File: src/rtl/wash_phase_timer_if.sv
// rtl/wash_phase_timer_if.sv - controller-to-phase-timer signal bundle
interface wash_phase_timer_if #(
    parameter int SEC_W = 10
);
    logic             start;
    logic [2:0]       phase;
    logic [1:0]       freq_sel;
    logic             pause;
    logic             abort;
    logic             busy;
    logic             paused;
    logic             done;
    logic             cfg_err;
    logic [2:0]       cur_phase;
    logic [SEC_W-1:0] remaining_s;

    modport master (
        output start, phase, freq_sel, pause, abort,
        input  busy, paused, done, cfg_err, cur_phase, remaining_s
    );

    modport slave (
        input  start, phase, freq_sel, pause, abort,
        output busy, paused, done, cfg_err, cur_phase, remaining_s
    );
endinterface

File: src/rtl/wash_phase_timer.sv
// rtl/wash_phase_timer.sv - per-phase seconds countdown with frequency-scaled prescaler
module wash_phase_timer #(
    parameter int BASE_CYCLES = 1000000,
    parameter int PRE_W       = 24,
    parameter int SEC_W       = 10,
    parameter int FILL_S      = 120,
    parameter int WASH_S      = 300,
    parameter int RINSE_S     = 120,
    parameter int SPIN_S      = 60
) (
    input  logic                 clk,
    input  logic                 rst_n,
    wash_phase_timer_if.slave    bus
);
    localparam logic [1:0] S_IDLE   = 2'd0;
    localparam logic [1:0] S_RUN    = 2'd1;
    localparam logic [1:0] S_PAUSED = 2'd2;

    if (((BASE_CYCLES * 8 - 1) >> PRE_W) != 0) begin : g_pre_chk
        $error("wash_phase_timer: PRE_W too narrow for BASE_CYCLES*8-1");
    end
    if (((FILL_S >> SEC_W) != 0) || ((WASH_S >> SEC_W) != 0) ||
        ((RINSE_S >> SEC_W) != 0) || ((SPIN_S >> SEC_W) != 0)) begin : g_dur_chk
        $error("wash_phase_timer: a phase duration does not fit in SEC_W");
    end

    logic [1:0]       state_q;
    logic [1:0]       fsel_q;
    logic [PRE_W-1:0] pre_q;
    logic [PRE_W-1:0] period_m1;
    logic [SEC_W-1:0] rem_q;
    logic [2:0]       cur_q;
    logic             done_q;
    logic             cfg_err_q;
    logic [SEC_W-1:0] dur;
    logic             dur_valid;

    // Period doubles per frequency step, so the compare scales without a lookup table.
    assign period_m1 = (PRE_W'(BASE_CYCLES) << fsel_q) - PRE_W'(1);

    always_comb begin
        dur       = '0;
        dur_valid = 1'b1;
        case (bus.phase)
            3'b001:  dur = SEC_W'(FILL_S);
            3'b010:  dur = SEC_W'(WASH_S);
            3'b011:  dur = SEC_W'(RINSE_S);
            3'b100:  dur = SEC_W'(SPIN_S);
            default: dur_valid = 1'b0;
        endcase
    end

    always_ff @(posedge clk or negedge rst_n) begin
        if (!rst_n) begin
            state_q   <= S_IDLE;
            fsel_q    <= 2'd0;
            pre_q     <= '0;
            rem_q     <= '0;
            cur_q     <= 3'd0;
            done_q    <= 1'b0;
            cfg_err_q <= 1'b0;
        end else begin
            done_q    <= 1'b0;
            cfg_err_q <= 1'b0;
            if (state_q == S_IDLE) begin
                if (bus.start) begin
                    if (!dur_valid) begin
                        cfg_err_q <= 1'b1;
                    end else if (dur == '0) begin
                        done_q <= 1'b1;
                    end else begin
                        state_q <= S_RUN;
                        rem_q   <= dur;
                        cur_q   <= bus.phase;
                        fsel_q  <= bus.freq_sel;
                        pre_q   <= '0;
                    end
                end
            end else if (bus.abort) begin
                state_q <= S_IDLE;
                rem_q   <= '0;
                cur_q   <= 3'd0;
                pre_q   <= '0;
            end else if (bus.pause) begin
                state_q <= S_PAUSED;
            end else begin
                // Leaving PAUSED counts on the same edge, so only paused edges are lost.
                state_q <= S_RUN;
                if (pre_q == period_m1) begin
                    pre_q <= '0;
                    rem_q <= rem_q - SEC_W'(1);
                    if (rem_q == SEC_W'(1)) begin
                        state_q <= S_IDLE;
                        cur_q   <= 3'd0;
                        done_q  <= 1'b1;
                    end
                end else begin
                    pre_q <= pre_q + PRE_W'(1);
                end
            end
        end
    end

    assign bus.busy        = (state_q == S_RUN) || (state_q == S_PAUSED);
    assign bus.paused      = (state_q == S_PAUSED);
    assign bus.done        = done_q;
    assign bus.cfg_err     = cfg_err_q;
    assign bus.cur_phase   = cur_q;
    assign bus.remaining_s = rem_q;
endmodule
File: src/flat_wrapper.sv
// flat-port wrapper written by rule: the top's interface ports become plain ports
module wash_phase_timer_flat 
#(
    parameter int BASE_CYCLES = 1000000,
    parameter int PRE_W       = 24,
    parameter int SEC_W       = 10,
    parameter int FILL_S      = 120,
    parameter int WASH_S      = 300,
    parameter int RINSE_S     = 120,
    parameter int SPIN_S      = 60
)
  (clk, rst_n, bus_start, bus_phase, bus_freq_sel, bus_pause, bus_abort, bus_busy, bus_paused, bus_done, bus_cfg_err, bus_cur_phase, bus_remaining_s);
  wash_phase_timer_if #(.SEC_W(SEC_W)) bus_i ();
  input  logic clk;
  input  logic rst_n;
  input wire logic [$bits(bus_i.start)-1:0] bus_start;
  input wire logic [$bits(bus_i.phase)-1:0] bus_phase;
  input wire logic [$bits(bus_i.freq_sel)-1:0] bus_freq_sel;
  input wire logic [$bits(bus_i.pause)-1:0] bus_pause;
  input wire logic [$bits(bus_i.abort)-1:0] bus_abort;
  output wire logic [$bits(bus_i.busy)-1:0] bus_busy;
  output wire logic [$bits(bus_i.paused)-1:0] bus_paused;
  output wire logic [$bits(bus_i.done)-1:0] bus_done;
  output wire logic [$bits(bus_i.cfg_err)-1:0] bus_cfg_err;
  output wire logic [$bits(bus_i.cur_phase)-1:0] bus_cur_phase;
  output wire logic [$bits(bus_i.remaining_s)-1:0] bus_remaining_s;
  assign bus_i.start = bus_start;
  assign bus_i.phase = bus_phase;
  assign bus_i.freq_sel = bus_freq_sel;
  assign bus_i.pause = bus_pause;
  assign bus_i.abort = bus_abort;
  assign bus_busy = bus_i.busy;
  assign bus_paused = bus_i.paused;
  assign bus_done = bus_i.done;
  assign bus_cfg_err = bus_i.cfg_err;
  assign bus_cur_phase = bus_i.cur_phase;
  assign bus_remaining_s = bus_i.remaining_s;
  wash_phase_timer #(.BASE_CYCLES(BASE_CYCLES), .PRE_W(PRE_W), .SEC_W(SEC_W), .FILL_S(FILL_S), .WASH_S(WASH_S), .RINSE_S(RINSE_S), .SPIN_S(SPIN_S)) u_core (.clk(clk), .rst_n(rst_n), .bus(bus_i));
endmodule
File: config.mk
export PLATFORM = sky130hd
export DESIGN_NAME = wash_phase_timer_flat
export DESIGN_NICKNAME = d
export VERILOG_FILES = /design/src/rtl/wash_phase_timer_if.sv /design/src/rtl/wash_phase_timer.sv /design/src/flat_wrapper.sv
export SDC_FILE = /design/constraint.sdc
export NUM_CORES = 1
export LEC_CHECK = 0
export BUFFER_PORTS_ARGS = -buffer_cell sky130_fd_sc_hd__buf_2
export CORE_MARGIN = 3
export CORE_UTILIZATION = 50
export CTS_CLUSTER_DIAMETER = 150
export DETAILED_ROUTE_END_ITERATION = 6
export PLACE_DENSITY = 0.69
export SLEW_MARGIN = 20
export SYNTH_ARGS = -nofsm -noshare
export SYNTH_HDL_FRONTEND = slang
export SYNTH_SLANG_ARGS = --single-unit
File: constraint.sdc
create_clock -name clk -period 3 [get_ports clk]
set_input_delay 0.3 -clock clk [delete_from_list [all_inputs] [get_ports clk]]
set_output_delay 0.3 -clock clk [all_outputs]
set_load 0.1 [all_outputs]
==> run_results.csv, run 1 <==
group,metric,value,unit
run_status,outcome,"complete, no violations",
timing,worst_slew_pin_slew,0.960,ns
detailed_routing,wl,6560,um
clock_network,h-tree-depth,2,
critical_path,cp.arrival,2.81,ns
clock_network,postCtsSetupRepairBufs,0,
clock_network,cts_tree,"done",
grt,grt_antenna_before_repair,0,
timing,final-max-slew-violation-count,0,
yosys,synthFlopType,"dfrtp_1",
detailed_routing,antenna_left,0,
cells_and_area,antenna_cells,0,
cells_and_area,fin_cells,414,
detailed_routing,drc,0,
timing,fin_skew,0.00374,ns
floorplan,initial_utilization,0.534,
clock_network,clock-sinks,43,
floorplan,fp.dieH,81.0,um
floorplan,die_w,81.0,um
cells_and_area,layout.nets,365,
clock_network,cts_buffer_depth,2,
critical_path,crit_chain,"inv_1, ha_1, nand2b_1, a211oi_1, o21ai_2, a21o_1, or4_4, a32o_1",
yosys,postSynthAreaPerCell,8.91,um^2
timing,period_minus_slack,2.63,ns
power_and_ir_drop,p_leak,1.40,nW
yosys,synthArstFlopShare,1.00,
floorplan,dieArea,6570,um^2
floorplan,core,5270,um^2
yosys,synth_cells,316,
clock_network,cts_resized,0,
grt,grt_use_total,0.222,
floorplan,num_io_pins,27,
critical_path,worstPathMaxFanout,7,
yosys,netlist_area,2820,um^2
critical_path,startpoint_type,"flop",
critical_path,cp-end-kind,"flop",
detailed_routing,viasPerCell,5.83,
power_and_ir_drop,peakVddDrop,0.856,mV
timing,maxSlewHeadroom,0.360,
timing,setup-tns-final,0,ns
critical_path,cp.required,3.19,ns
grt,grt_overflow,0,
detailed_routing,wl_per_cell,15.8,um
timing,setup-violations-final,0,
yosys,synth_fp_nets,338,
cells_and_area,drive_gt1_frac,0.160,
critical_path,crit_slowest_cell,"or4_4",
clock_network,insertion_delay,0.30,ns
yosys,ys_types,63,
place,routabilityCongestion,0.869,
timing,finalCritPeriodShare,0.875,
clock_network,postCtsHoldBufs,0,
grt,first_global_vias,2369,
yosys,synth-seq-cells,43,
clock_network,cts_buffers,5,
place,dpl.hpwl,4890,um
yosys,synth_seq_area_share,0.382,
place,port_buffers,26,
cells_and_area,syn2layout_area_growth,10.4,%
clock_network,clockRootBuffer,"clkbuf_8",
place,dpl.cell_count,406,
yosys,yosys_warnings,0,
critical_path,crit_type,"reg2reg",
timing,setup_ws,0.374,ns
grt,grt_max_degree,44,
clock_network,clk_transition_reported_paths,0.08,ns
critical_path,max_stage_delay,0.57,ns
run,maxCapViolations,0,
detailed_routing,first_pass_iters,4,
hold_path,hold_path.class,"in2async",
power_and_ir_drop,power_density,984,nW/um^2
detailed_routing,vias,2414,
yosys,synth_edf_count,0,
detailed_routing,drt-initial-drc-count,179,
timing,hold_viol,0,
timing,rsz0062_at_grt,"false",
timing,fmax,0.381,GHz
cells_and_area,fillers,480,
grt,grt_pass1_wl,11300,um
floorplan,rows,26,
place,dpl_worst_slack,0.382,ns
==> registers in the layout, summed over array words and instances (netlist names) <==
name and cells:
u_core.pre_q 24, u_core.bus.remaining_s 10, u_core.bus.cur_phase 3, u_core.fsel_q 2
u_core.state_q 2, u_core.bus.cfg_err 1, u_core.bus.done 1
==> metal layers <==
metal  vias up  GRT usage  wire length [um]
met5         -          0                 0
met3         6     0.0443               321
met4         0     0.0659                65
met1      1147      0.299              3080
met2        57      0.360              3100
li1       1204          -                 -
==> cells by family after synthesis <==
logic type,share of synthesized area
xor+xnor,0.0591
compound gates,0.192
flops,0.382
buf+inv,0.0382
simple gates,0.275
fa+ha+maj,0.0533
==> layout by cell type, fill, tap and decap left out, types with 4 or more instances in the layout <==
cell type / count
and3_1: 7
nand4_1: 9
nand2_1: 35
dfrtp_1: 43
nand2b_1: 4
ha_1: 12
inv_1: 10
xnor2_1: 8
a22o_1: 7
or3_1: 10
nor2b_1: 10
o31ai_1: 6
xor2_1: 11
buf_2: 26
nand3_1: 13
nor2_1: 30
buf_4: 8
clkbuf_8: 5
a21oi_1: 9
o21ai_0: 18
==> synth_stat cells (2+ instances only) <==
master | instances | area (um^2)
o31ai_1 | 6 | 45.0
buf_4 | 2 | 15.0
nand3_1 | 13 | 65.1
clkbuf_1 | 9 | 33.8
a2bb2oi_1 | 3 | 26.3
a31o_1 | 2 | 17.5
and3_1 | 7 | 43.8
nand2b_1 | 4 | 25.0
xor2_1 | 11 | 96.3
o2bb2ai_1 | 2 | 17.5
xnor2_1 | 8 | 70.1
dfrtp_1 | 43 | 1080
nor2b_1 | 10 | 62.6
o211ai_1 | 2 | 15.0
nor2_1 | 30 | 113
and2_1 | 2 | 12.5
a21o_1 | 2 | 15.0
o22ai_1 | 2 | 12.5
buf_2 | 2 | 10.0
nand4_1 | 9 | 56.3
and4_1 | 3 | 26.3
a21oi_1 | 9 | 45.0
or2_2 | 3 | 18.8
nor4_1 | 3 | 18.8
inv_1 | 10 | 37.5
o21ai_0 | 18 | 90.1
ha_1 | 12 | 150
a22o_1 | 7 | 61.3
nand2_1 | 35 | 131
nor3b_1 | 2 | 15.0
or3_1 | 10 | 62.6
o41ai_1 | 2 | 17.5
a31oi_1 | 2 | 12.5
nor3_1 | 2 | 10.0
==> through the flow <==
step                      utilization  total power, mW  area [um^2]  hold WS (ns)
after floorplan                     -             2.32         2820       0.00441
after global placement          0.574             2.68         3020         0.492
after detailed placement        0.574             2.70         3020         0.494
after CTS                       0.590             3.06         3110         0.188
after global routing            0.590             3.28         3110         0.213
final                           0.590             3.06         3110         0.147
==> report_power, final <==
group,internal [mW],switching (mW)
sequential,0.717,0.154
combinational,0.497,1.33
clock,0.160,0.203
==> worst max-delay path, delay by kind of cell, from the launching register on <==
kind	cells	cell delay, ns
buf+inv	1	0.12
fa+ha+maj	1	0.27
simple gates	2	0.74
compound gates	4	0.93
flops	1	0.45
==> path summary, 6_finish.rpt <==
path / slack (ns) / startpoint / depth (start not counted) / to
worst max register to register: 0.37 / u_core.fsel_q[1] / 8 / u_core.bus.cur_phase[2]
min in group clk: 0.22 / bus_freq_sel[0] / 3 / u_core.fsel_q[0]
worst max-delay path: 0.37 / u_core.fsel_q[1] / 8 / u_core.bus.cur_phase[2]
worst min register to register: 0.51 / u_core.bus.cur_phase[1] / 1 / u_core.bus.cur_phase[1]
max in group asynchronous: 2.26 / rst_n / 1 / u_core.pre_q[5]
worst min-delay path: 0.15 / rst_n / 1 / u_core.pre_q[17]
==> cell type report <==
type                       count  area, um^2  share of cell area
multi-input combinational    249        1630               0.525
tap                           70        87.6              0.0282
clock inverter                 3        15.0             0.00483
timing repair buffer          34         190              0.0612
clock buffer                   5        68.8              0.0222
inverter                      10        37.5              0.0121
sequential                    43        1080               0.346
Power figures use the tool's default switching activity.
==> run 2, diff against run 1 <==
Settings changed: ABC_AREA set to 1.
==> run 2 against run 1 <==
Compared with the run above:
- register-to-register slack improved by 0.33 ns
- final area increased by 10%
- clock skew increased by 0.0073 ns
- sequential share of layout area decreased by 3.2 points
- worst setup slack improved by 0.33 ns
- total power grew 4.8%
- final cell count grew 37%
- worst hold slack got worse by 0.0089 ns
- clock-buffer cell count rose by 1
- critical path depth up 6
- area after synthesis up 13%
- combinational power is 12% higher
- critical path type unchanged
- largest power group unchanged
==> run_results.csv, run 2 <==
group,metric,value,unit
run_status,outcome,"complete, no violations",
yosys,yosysMostFrequentCell,"nand2_1",
critical_path,worstPathMaxFanout,36,
power_and_ir_drop,peakVddDrop,0.902,mV
critical_path,crit_slowest_cell,"dfrtp_1",
detailed_routing,drt-initial-drc-count,178,
detailed_routing,first_pass_iters,5,
detailed_routing,wl_per_cell,13.3,um
cells_and_area,layout.nets,513,
yosys,synth-seq-cells,43,
yosys,yosys-top-cells-area,"dfrtp_1, nand2_1, inv_1",
floorplan,dieArea,7350,um^2
power_and_ir_drop,sequentialPowerShare,0.252,
yosys,synth_cells,464,
yosys,synth_top_area_share,0.338,
clock_network,clk_transition_reported_paths,0.09,ns
cells_and_area,antenna_cells,0,
grt,first_global_vias,2907,
place,placed_area,3340,um^2
place,port_buffers,26,
cells_and_area,largest_reg_flops,24,
floorplan,initial_utilization,0.528,
timing,period_minus_slack,2.29,ns
timing,maxSlewHeadroom,0.368,
detailed_routing,drc,0,
floorplan,die_w,85.7,um
power_and_ir_drop,p_sw_frac,0.584,
clock_network,postCtsHoldBufs,0,
timing,fmax,0.436,GHz
timing,rsz0062_at_grt,"false",
grt,grt_max_degree,44,
grt,grt_overflow,0,
clock_network,insertion_delay,0.30,ns
cells_and_area,seqCellArea,1080,um^2
yosys,ys_types,34,
cells_and_area,syn2layout_area_growth,7.83,%
power_and_ir_drop,p_comb_frac,0.632,
power_and_ir_drop,power.internal,1.33,mW
critical_path,r2r.worst_path.cells,14,
yosys,synth_edf_count,0,
power_and_ir_drop,p_total,3.21,mW
critical_path,crit_chain,"inv_1, ha_1, inv_1, nand2_1, nand2_1, inv_1, nand2_1, nor2_1, nand2_1, nor2_4, nand2_4, nand2_8, nand2_8, and3_1",
critical_path,crit_type,"reg2reg",
grt,grt_use_total,0.223,
yosys,synthFlopType,"dfrtp_1",
critical_path,crit_top_cell,"nand2_1",
floorplan,fp.dieH,85.7,um
place,dpl.hpwl,5830,um
clock_network,cts_resized,0,
power_and_ir_drop,p_leak,1.72,nW
yosys,synth_seq_area_share,0.338,
yosys,synth_top_cell_by_area,"dfrtp_1",
run,maxCapViolations,0,
clock_network,h-tree-depth,2,
clock_network,cts_tree,"done",
grt,grt_pass1_wl,13200,um
cells_and_area,fillers,600,
cells_and_area,drive_gt1_frac,0.159,
floorplan,num_io_pins,27,
grt,grt_antenna_before_repair,0,
timing,final-max-slew-violation-count,0,
critical_path,cp.required,3.19,ns
clock_network,clockRootBuffer,"clkbuf_8",
critical_path,startpoint_type,"flop",
yosys,netlist_area,3180,um^2
detailed_routing,antenna_left,0,
cells_and_area,fin_util,0.569,
critical_path,cp-end-kind,"flop",
detailed_routing,viasPerCell,5.15,
yosys,yosys_warnings,0,
yosys,postSynthAreaPerCell,6.85,um^2
place,routabilityCongestion,0.938,
cells_and_area,multi_input_area,1750,um^2
cells_and_area,final_cell_mix,"nand2_1, inv_1, nor2_1, dfrtp_1, nand3_1",
cells_and_area,top_register,"u_core.pre_q",
floorplan,core,6030,um^2
floorplan,rows,28,
timing,finalCritPeriodShare,0.764,
clock_network,cts_buffers,5,
detailed_routing,vias,2920,
timing,fin_skew,0.0110,ns
cells_and_area,mostFrequentLayoutCell,"nand2_1",
critical_path,cp.arrival,2.48,ns
clock_network,postCtsSetupRepairBufs,0,
timing,worst_slew_pin_slew,0.948,ns
timing,setup-violations-final,0,
hold_path,hold_path.class,"in2async",
yosys,synth_common_cells,"nand2_1, inv_1, nor2_1",
power_and_ir_drop,power_density,935,nW/um^2
timing,setup-tns-final,0,ns
power_and_ir_drop,clock_power_share,0.116,
power_and_ir_drop,switchingPower,1.87,mW
timing,hold_viol,0,
cells_and_area,final_area,3430,um^2
yosys,synthArstFlopShare,1.00,
detailed_routing,wl,7520,um
yosys,synth_fp_nets,486,
clock_network,clock-sinks,43,
critical_path,max_stage_delay,0.48,ns
clock_network,cts_buffer_depth,2,
==> run 2: cell types whose count changed after synthesis, sizes merged, moves of 6 or more <==
cell / before / now
nand2: 35 / 136
inv: 10 / 75
nor2: 31 / 68
nand3: 13 / 34
a21oi: 9 / 20
or3: 10 / 0
clkbuf: 9 / 0
nor2b: 10 / 1
xor2: 11 / 2
nor3: 2 / 10
o21ai: 20 / 28
a22o: 7 / 0
o31ai: 6 / 0
xnor2: 8 / 2
==> run 2: metal layers <==
layer  global-route usage  part of all wire  vias up
met5                    0                 0        -
met4               0.0863             0.026        0
met3               0.0375             0.036       17
met2                0.386              0.48       64
met1                0.277              0.46     1325
li1                     -                 -     1514
==> run 2: final cells by class <==
| cell class | count | area share |
|---|---|---|
| Sequential cell | 43 | 0.314 |
| Timing Repair Buffer | 26 | 0.0380 |
| Multi-Input combinational cell | 338 | 0.510 |
| Clock buffer | 6 | 0.0212 |
| Tap cell | 75 | 0.0274 |
| Clock inverter | 2 | 0.00365 |
| Inverter | 77 | 0.0858 |
==> run 2: path summary, 6_finish.rpt <==
kind | startpoint | slack (ns) | to
worst max-delay path | u_core.fsel_q[1] | 0.71 | u_core.pre_q[13]
worst min-delay path | rst_n | 0.14 | u_core.fsel_q[0]
worst max register to register | u_core.fsel_q[1] | 0.71 | u_core.pre_q[13]
worst min register to register | u_core.bus.cur_phase[0] | 0.51 | u_core.bus.cur_phase[0]
max in group asynchronous | rst_n | 2.27 | u_core.bus.remaining_s[6]
min in group clk | bus_freq_sel[1] | 0.24 | u_core.fsel_q[1]
==> run 2: logic make-up after synthesis <==
group | Yosys count | synth area share
adders and majority gates | 12 | 0.0472
and+or+nand+nor | 270 | 0.390
AOI/OAI and AO/OA | 52 | 0.102
DFF | 43 | 0.338
buffers and inverters | 83 | 0.111
xor gates and xnor gates | 4 | 0.0110
==> run 2: critical path, delay by kind of cell, from the launching register on <==
kind	cells	cell delay [ns]
fa+ha+maj	1	0.28
buf+inv	3	0.35
flops	1	0.48
simple gates	10	1.06
==> run 2: metrics by stage <==
step           setup WS, ns  instances  hold WS [ns]
2_1_floorplan         0.884        464       0.00441
3_3_place_gp          0.741        559         0.485
3_5_place_dp          0.725        559         0.489
4_1_cts               0.706        567         0.186
5_1_grt               0.480        567         0.216
6_report              0.707        567         0.138
==> run 2: power groups by stage <==
stage	sequential, mW	clock, mW	combinational, mW
6_report	0.808	0.372	2.03
5_1_grt	0.824	0.405	2.24
4_1_cts	0.806	0.386	2.04
3_5_place_dp	0.815	0	2.03
3_3_place_gp	0.810	0	2.02
2_1_floorplan	1.28	0	1.29
